==> config.mk <==
export PLATFORM = sky130hd
export DESIGN_NAME = rs_drive_ctrl
export DESIGN_NICKNAME = d
export VERILOG_FILES = /design/src/rtl/rs_pkg.sv /design/src/rtl/rs_pulse_timer.sv /design/src/rtl/rs_drive_ctrl.sv
export SDC_FILE = /design/constraint.sdc
export NUM_CORES = 1
export LEC_CHECK = 0
export ABC_AREA = 1
export CAP_MARGIN = 20
export CORE_UTILIZATION = 50
export DETAILED_ROUTE_END_ITERATION = 7
export GPL_TIMING_DRIVEN = 0
export PLACE_DENSITY = 0.78
export REMOVE_ABC_BUFFERS = 1
export SKIP_LAST_GASP = 1
export SYNTH_ARGS = -nofsm -noshare
export SYNTH_HDL_FRONTEND = slang
export SYNTH_SLANG_ARGS = --single-unit
==> constraint.sdc <==
create_clock -name clk -period 2.2 [get_ports clk]
set_clock_uncertainty 0.05 [all_clocks]
set_input_delay 0.33 -clock clk [delete_from_list [all_inputs] [get_ports clk]]
set_output_delay 0.33 -clock clk [all_outputs]
set_load 0.01 [all_outputs]
==> src/rtl/rs_pkg.sv <==
// rtl/rs_pkg.sv - shared types and constants for the RS latch drive controller
// Purpose: FSM state encoding, timer counter width and default pulse/gap timing
//          shared by rs_drive_ctrl and rs_pulse_timer.
// Ports:   none (package).
package rs_pkg;

  localparam int CNT_W       = 8;
  localparam int PULSE_W_DEF = 4;
  localparam int GAP_W_DEF   = 2;

  typedef enum logic [1:0] {
    ST_IDLE    = 2'd0,
    ST_PULSE_S = 2'd1,
    ST_PULSE_R = 2'd2,
    ST_GAP     = 2'd3
  } rs_state_t;

endpackage

==> src/rtl/rs_pulse_timer.sv <==
// rtl/rs_pulse_timer.sv - loadable down-counter timing drive pulses and gaps
// Purpose: counts a loaded value down to zero; done marks the last cycle of
//          the timed interval (count == 1), so a load of N spans N cycles.
// Ports:   clk   - clock
//          rst_n - synchronous active-low reset, clears the count
//          load  - load value on this edge (takes priority over counting)
//          value - interval length in cycles, 1..255
//          done  - high while the count is 1
module rs_pulse_timer
  import rs_pkg::*;
(
  input  logic             clk,
  input  logic             rst_n,
  input  logic             load,
  input  logic [CNT_W-1:0] value,
  output logic             done
);

  logic [CNT_W-1:0] r_count;

  // Counting stops at zero so an idle timer never wraps back to 255.
  always_ff @(posedge clk) begin
    if (!rst_n) begin
      r_count <= '0;
    end else if (load) begin
      r_count <= value;
    end else if (r_count != '0) begin
      r_count <= r_count - CNT_W'(1);
    end
  end

  assign done = (r_count == CNT_W'(1));

endmodule

==> src/rtl/rs_drive_ctrl.sv <==
// rtl/rs_drive_ctrl.sv - pulse driver for a downstream NAND RS latch
// Purpose: converts set/reset strobes into timed active-low drive pulses
//          followed by a recovery gap, queues one request of each type while
//          busy, resolves set/reset collisions in favour of reset, and checks
//          the latch feedback at the end of every gap.
// Ports:   clk      - clock
//          rst_n    - synchronous active-low reset
//          set_req  - one-cycle set request strobe
//          rst_req  - one-cycle reset request strobe
//          clr_err  - one-cycle strobe clearing err
//          q        - latch q feedback
//          s_n      - registered active-low set drive
//          r_n      - registered active-low reset drive
//          busy     - pulse or gap in progress
//          conflict - one-cycle flag after simultaneous set/reset strobes
//          err      - sticky latch feedback mismatch
module rs_drive_ctrl
  import rs_pkg::*;
#(
  parameter int PULSE_W = PULSE_W_DEF,
  parameter int GAP_W   = GAP_W_DEF
) (
  input  logic clk,
  input  logic rst_n,
  input  logic set_req,
  input  logic rst_req,
  input  logic clr_err,
  input  logic q,
  output logic s_n,
  output logic r_n,
  output logic busy,
  output logic conflict,
  output logic err
);

  rs_state_t        r_state;
  rs_state_t        w_next;

  logic             r_pend_s;
  logic             r_pend_r;
  logic             r_exp_q;
  logic             r_s_n;
  logic             r_r_n;
  logic             r_conflict;
  logic             r_err;

  logic             w_set_in;
  logic             w_want_r;
  logic             w_want_s;
  logic             w_serve_r;
  logic             w_serve_s;
  logic             w_done;
  logic             w_load;
  logic [CNT_W-1:0] w_value;
  logic             w_s_n_d;
  logic             w_r_n_d;
  logic             w_busy;
  logic             w_gap_last;
  logic             w_mismatch;

  // A set strobe that coincides with a reset strobe is dropped outright.
  assign w_set_in = set_req & ~rst_req;
  assign w_want_r = r_pend_r | rst_req;
  assign w_want_s = r_pend_s | w_set_in;

  rs_pulse_timer u_timer (
    .clk   (clk),
    .rst_n (rst_n),
    .load  (w_load),
    .value (w_value),
    .done  (w_done)
  );

  // State register
  always_ff @(posedge clk) begin
    if (!rst_n) begin
      r_state <= ST_IDLE;
    end else begin
      r_state <= w_next;
    end
  end

  // Next-state logic
  always_comb begin
    w_next = r_state;
    case (r_state)
      ST_IDLE: begin
        if (w_want_r) begin
          w_next = ST_PULSE_R;
        end else if (w_want_s) begin
          w_next = ST_PULSE_S;
        end
      end
      ST_PULSE_S, ST_PULSE_R: begin
        if (w_done) begin
          w_next = ST_GAP;
        end
      end
      ST_GAP: begin
        if (w_done) begin
          w_next = ST_IDLE;
        end
      end
      default: w_next = ST_IDLE;
    endcase
  end

  // Output logic. Drives are decoded from the next state and registered, so a
  // strobe sampled at edge t pulls its drive low from edge t+1. Since w_next
  // holds exactly one state, both drives can never be low together.
  always_comb begin
    w_load     = 1'b0;
    w_value    = '0;
    w_s_n_d    = (w_next != ST_PULSE_S);
    w_r_n_d    = (w_next != ST_PULSE_R);
    w_busy     = (r_state != ST_IDLE);
    w_serve_r  = (r_state == ST_IDLE) && (w_next == ST_PULSE_R);
    w_serve_s  = (r_state == ST_IDLE) && (w_next == ST_PULSE_S);
    w_gap_last = (r_state == ST_GAP) && w_done;
    w_mismatch = w_gap_last && (q != r_exp_q);
    if (w_next != r_state) begin
      case (w_next)
        ST_PULSE_S, ST_PULSE_R: begin
          w_load  = 1'b1;
          w_value = CNT_W'(PULSE_W);
        end
        ST_GAP: begin
          w_load  = 1'b1;
          w_value = CNT_W'(GAP_W);
        end
        default: begin
          w_load  = 1'b0;
          w_value = '0;
        end
      endcase
    end
  end

  // Drive, pending, conflict and error registers
  always_ff @(posedge clk) begin
    if (!rst_n) begin
      r_s_n      <= 1'b1;
      r_r_n      <= 1'b1;
      r_conflict <= 1'b0;
      r_err      <= 1'b0;
      r_pend_s   <= 1'b0;
      r_pend_r   <= 1'b0;
      r_exp_q    <= 1'b0;
    end else begin
      r_s_n      <= w_s_n_d;
      r_r_n      <= w_r_n_d;
      r_conflict <= set_req & rst_req;
      // Any request not taken this cycle is held; the one taken is cleared.
      r_pend_r   <= w_want_r & ~w_serve_r;
      r_pend_s   <= w_want_s & ~w_serve_s;
      if (w_serve_s) begin
        r_exp_q <= 1'b1;
      end else if (w_serve_r) begin
        r_exp_q <= 1'b0;
      end
      // A mismatch found in the same cycle as clr_err keeps err set.
      r_err      <= w_mismatch | (r_err & ~clr_err);
    end
  end

  assign s_n      = r_s_n;
  assign r_n      = r_r_n;
  assign busy     = w_busy;
  assign conflict = r_conflict;
  assign err      = r_err;

endmodule

==> flow_summary.ini, run 1 <==
[status]
status = completed

[placement]
placed_cells = 166
postPlaceCellArea_um2 = 1109
dp_slack_ns = -0.008341
gp_congestion = 0.8676
dpl.hpwl_um = 1441
port_buffers = 10

[synth]
synth_top_area_share_pct = 34.83
syn_area_um2 = 977.2
synth_area_leader_cell = dfxtp_1
synth_area_per_cell_um2 = 7.459
yosys_warnings = 0
ys_types = 22
synth_area_leaders = dfxtp_1 (35%), ha_1 (12%), nand2_1 (10%)
synth-seq-area-share_pct = 34.83
syn_inst = 131
synth-seq-cells = 17

[sta]
max_freq_mhz = 494.5
relSlewSlack_pct = 74.46
worst_slew_pin_slew_ns = 0.3828
post-route-period-util_pct = 91.93
hold_viol = 0
fin_ws_ns = 0.1776
setup_viol = 0
grt_setup_unrepaired = no
slew_violations = 0
period_needed_ns = 2.022

[hold_path]
whs_endpoint = err
worstHoldPathType = flip-flop to flip-flop
hold_start = err
whs_path_depth = 2

[layout]
final_cell_mix = nand2_1 (27), inv_1 (17), dfxtp_1 (16)
syn_to_final_growth_pct = 16.26
layout_commonest_cell = nand2_1
antenna_cells = 0
nNetsFinal = 161
final_core_util_pct = 63.72
drive_above_1_share_pct = 17.24
finalNonFillerCells = 170
final_cell_area_um2 = 1136

[detailed_routing]
drc = 0
drtIter0Drc = 18
ant_nets = 0
vias = 837
wl_per_cell_um = 10.42
routed_wl_um = 1771
drt_pass1_iterations = 4
avgViaCountPerCell = 4.924

[clock_network]
clk_path_buf_depth = 2
cts_made_buffers = 3
cts_tree = built
cts_sinks = 17
root_buffer = clkbuf_4
clkLatencyLatePin_ns = 0.28
ctsHoldBuffers = 0
h-tree-depth = 1
post_cts.repair.setup_buffers = 0
clk_pin_slew_ns = 0.09

[setup_path]
crit_path_end_kind = output pin
reg2regPathDepth = 15
worstPathArrival_ns = 1.64
cp_top_family = buffers and inverters
max_stage_delay_ns = 0.52
crit_path_cell_trace = inv_1, ha_1, inv_1, clkdlybuf4s50_1
ff2ff_setup_slack_ns = 0.20
cp_num_buf_inv = 3
critPathRequiredTime_ns = 1.82
rr_endpoint = u_timer.r_count[1]
crit_top_cell = inv_1
critPathKind = flip-flop to output pin
slowest_stage = clkdlybuf4s50_1
startpoint_type = flip-flop
cp_max_fo = 4
rr_startpoint = u_timer.r_count[1]
crit_cells = 4

[die]
start_util_pct = 54.81
die_width_um = 46.21
rows = 15
core-area_um2 = 1783
die_h_um = 46.21
top_level_ports = 11
die-area_um2 = 2135

[grt]
track_usage_pct = 19.52
grt_overflow_total = 0
antenna_found_initial = 0
grt_pass1_wl_um = 2946
grt_max_degree = 10
grt_pass1_vias = 729

[power]
p_per_area_nw_per_um2 = 1388
leakage_nw = 0.5211
vdd_drop_max_v = 0.0008442
fin_total_pwr_mw = 1.577

[run]
drv_cap = 0
-- final cells by class --
class,count,area [um^2]
fillers,167,646.9
multi-input cells,95,565.5
repair buffers,10,100.1
flip-flops and latches,17,341.6
well taps,25,31.28
clock buffers,4,26.28
inverters,19,71.32
-- metal layers --
metal | GRT usage, % | vias to the layer above | part of all wire, %
met5 | 0 | - | 0
met1 | 25.18 | 377 | 49
met4 | 10.00 | 0 | 0.85
met2 | 30.70 | 15 | 46
li1 | - | 443 | -
met3 | 3.529 | 2 | 3.4
-- flip-flops by register name, summed over array words and instances (netlist names) --
register,cells
conflict,1
s_n,1
err,1
r_pend_r,1
r_state,2
r_pend_s,1
u_timer.r_count,8
r_n,1
r_exp_q,1
-- tightest hold or removal path, cell delays in order (launching register included) --
cell and delay (ns):
dfxtp_1 0.32, nand2_1 0.06, a21oi_1 0.05
-- logic make-up after synthesis --
kind of cell             share of synthesized area (%)
XOR/XNOR                                         4.482
AND/OR/NAND/NOR                                  34.83
flip-flops                                       34.83
buffers and inverters                            7.297
AO/OA/AOI/OAI                                    7.042
adder cells (fa/ha/maj)                          11.52
-- stage by stage --
stage               TNS (ns)  hold slack (ns)
global route               0           0.4373
global placement           0           0.3991
finish                     0           0.4179
detailed placement  -0.01797           0.4092
floorplan                  0           0.3490
CTS                        0           0.4227
-- power by group --
group          total, mW  internal [mW]  switching [mW]
clock              0.163         0.0704          0.0923
sequential         0.468          0.397          0.0711
combinational      0.946          0.372           0.574
-- Yosys cell counts --
| cell | number |
|---|---|
| a21oi_2 | 2 |
| a21oi_1 | 5 |
| nand2_1 | 27 |
| inv_2 | 1 |
| o21ai_4 | 1 |
| o21ai_0 | 1 |
| nor2_2 | 5 |
| ha_1 | 9 |
| nor2_1 | 13 |
| nand3_1 | 9 |
| clkinv_1 | 1 |
| dfxtp_1 | 17 |
| o21ai_1 | 1 |
| nand3_2 | 2 |
| xnor2_1 | 3 |
| nor4_1 | 2 |
| xor2_1 | 2 |
| nor3_1 | 3 |
| or2_2 | 1 |
| inv_1 | 17 |
| nor3_2 | 1 |
| nand2_2 | 8 |
-- worst max path at each step --
stage | endpoint | startpoint
finish | busy | r_state[0]
global route | u_timer.r_count[1] | u_timer.r_count[1]
CTS | busy | r_state[0]
detailed placement | u_timer.r_count[7] | rst_req
global placement | u_timer.r_count[0] | rst_req
floorplan | u_timer.r_count[4] | u_timer.r_count[1]
-- timing repair --
action,4_1_cts,5_1_grt
endpoints found under the setup margin,0,1
endpoints found under the hold margin,0,0
gates resized for setup,0,1
(Power assumes the default switching activity.)
==> run 2: changes to the inputs <==
Settings changed: CELL_PAD_IN_SITES_DETAIL_PLACEMENT from default to 1, CELL_PAD_IN_SITES_GLOBAL_PLACEMENT from default to 1, CORE_UTILIZATION 50 to 33, PLACE_DENSITY 0.78 to 0.72, SKIP_LAST_GASP 1 to default.
==> run 2 against run 1 <==
Register-to-register slack better by 0.03 ns. First-iteration DRC count down 67%. Sequential power is 1% higher. Global-route usage shrank 4.1 points. Highest routed layer unchanged. Critical endpoint is now u_timer.r_count[4]. Setup slack improved by 0.050 ns. Utilization down 21 points. Largest cell class unchanged.
==> flow_summary.ini, run 2 (synthesis results as in run 1) <==
[setup_path]
startpoint_type = flip-flop
crit_path_end_kind = flip-flop
cp_top_family = simple AND/OR/NAND/NOR gates
cp_max_fo = 4
ff2ff_setup_slack_ns = 0.23
max_stage_delay_ns = 0.36
crit_cells = 15
critPathRequiredTime_ns = 2.32
worstPathArrival_ns = 2.10
slowest_stage = dfxtp_2
rr_startpoint = u_timer.r_count[1]
reg2regPathDepth = 15
rr_endpoint = u_timer.r_count[4]
crit_path_cell_trace = inv_1, ha_1, nand2_1, inv_1, nand2_2, nand2_1, nand2_1, nand2_1, nand2_2, inv_1, ha_2, inv_1, o21ai_4, nand2_2, nor3_2
critPathKind = flip-flop to flip-flop
cp_num_buf_inv = 4

[die]
rows = 19
die-area_um2 = 3183
die_width_um = 56.42
top_level_ports = 11
core-area_um2 = 2781
start_util_pct = 35.13
die_h_um = 56.42

[placement]
port_buffers = 10
gp_congestion = 0.7777
dpl.hpwl_um = 1734
postPlaceCellArea_um2 = 1116
dp_slack_ns = -0.1206

[layout]
final_core_util_pct = 42.47
top_register = u_timer.r_count
nNetsFinal = 164
seqCellArea_um2 = 344.1
layout_commonest_cell = nand2_1
drive_above_1_share_pct = 22.30
final_cell_area_um2 = 1181
reg_top3 = u_timer.r_count (8), r_state (2)
fillers = 354
largest_reg_flops = 8
antenna_cells = 0
final_cell_mix = nand2_1 (27), inv_1 (17), dfxtp_1 (14)
multi_input_area_um2 = 576.8
syn_to_final_growth_pct = 20.87

[clock_network]
cts_sinks = 17
clkLatencyLatePin_ns = 0.29
cts_tree = built
root_buffer = clkbuf_4
clk_pin_slew_ns = 0.10
h-tree-depth = 1
clk_path_buf_depth = 2
cts_made_buffers = 3

[detailed_routing]
wl_per_cell_um = 12.38
ant_nets = 0
routed_wl_um = 2216
drc = 0
wl_met2_um = 1045
dr.max_layer_used = met4
drtIter0Drc = 6
drt_pass1_iterations = 4
wl_met1_um = 1100
vias = 853
avgViaCountPerCell = 4.765
met3_wirelength_um = 53

[sta]
relSlewSlack_pct = 72.20
hold_viol = 0
setup_viol = 0
whs_ns = 0.4193
period_needed_ns = 1.972
slew_violations = 0
fin_ws_ns = 0.2279
worst_slew_pin_slew_ns = 0.4165
max_freq_mhz = 507.1
post-route-period-util_pct = 89.64

[power]
clockPowerShare_pct = 10.2
internal_power_uw = 862.6
switching_power_uw = 790.7
vdd_drop_max_v = 0.0008697
pwr-share-seq_pct = 28.6
p_per_area_nw_per_um2 = 1400
power_frac_comb_pct = 61.2
leakage_nw = 0.5406
swShare_pct = 47.83

[grt]
antenna_found_initial = 0
grt_max_degree = 11
grt_pass1_wl_um = 3829
grt_pass1_vias = 879
track_usage_pct = 15.42
grt_overflow_total = 0

[hold_path]
worstHoldPathType = flip-flop to flip-flop
hold_start = err
whs_path_depth = 2
whs_endpoint = err

[run]
drv_cap = 0

[status]
status = completed
-- run 2: what timing repair did --
item                       4_1_cts  5_1_grt
setup endpoints to repair        0        6
resized for setup                0        6
setup buffers                    0        3
hold buffers                     0        0
-- run 2: power by group through the flow --
stage / Sequential (mW) / Clock, mW / Combinational [mW]
after floorplan: 0.463 / 0 / 0.772
after global placement: 0.473 / 0 / 0.949
after detailed placement: 0.478 / 0 / 0.978
after CTS: 0.470 / 0.177 / 0.987
after global routing: 0.486 / 0.195 / 1.15
final: 0.473 / 0.168 / 1.01
-- run 2: final cells by class --
cell class,count,area share [%]
well taps,31,3.284
clock inverters,1,0.4237
clock buffers,3,1.907
inverters,19,6.038
flip-flops and latches,17,29.13
multi-input cells,95,48.83
repair buffers,13,10.38
-- run 2: metal layers --
metal | vias up | global-route usage (%)
met5 | - | 0
li1 | 443 | -
met1 | 401 | 20.31
met2 | 7 | 25.34
met4 | 0 | 5.226
met3 | 2 | 2.765
-- run 2: how the worst max path moves through the flow --
stage / start / end
6_report: u_timer.r_count[1] / u_timer.r_count[4]
5_1_grt: u_timer.r_count[1] / u_timer.r_count[1]
4_1_cts: u_timer.r_count[1] / u_timer.r_count[4]
3_5_place_dp: rst_req / u_timer.r_count[0]
3_3_place_gp: rst_req / u_timer.r_count[0]
2_1_floorplan: u_timer.r_count[1] / u_timer.r_count[4]
-- run 2: tightest hold or removal path, cell delays in order (launching register included) --
cell	delay, ns
dfxtp_1	0.32
nand2_1	0.06
a21oi_1	0.05
-- run 2: per-stage QoR --
| step | std cells | power (mW) | TNS (ns) |
|---|---|---|---|
| after floorplan | 131 | 1.235 | 0 |
| final | 179 | 1.653 | 0 |
| after global routing | 179 | 1.831 | -0.01101 |
| after CTS | 176 | 1.634 | 0 |
| after detailed placement | 172 | 1.456 | -0.6787 |
| after global placement | 172 | 1.422 | 0 |
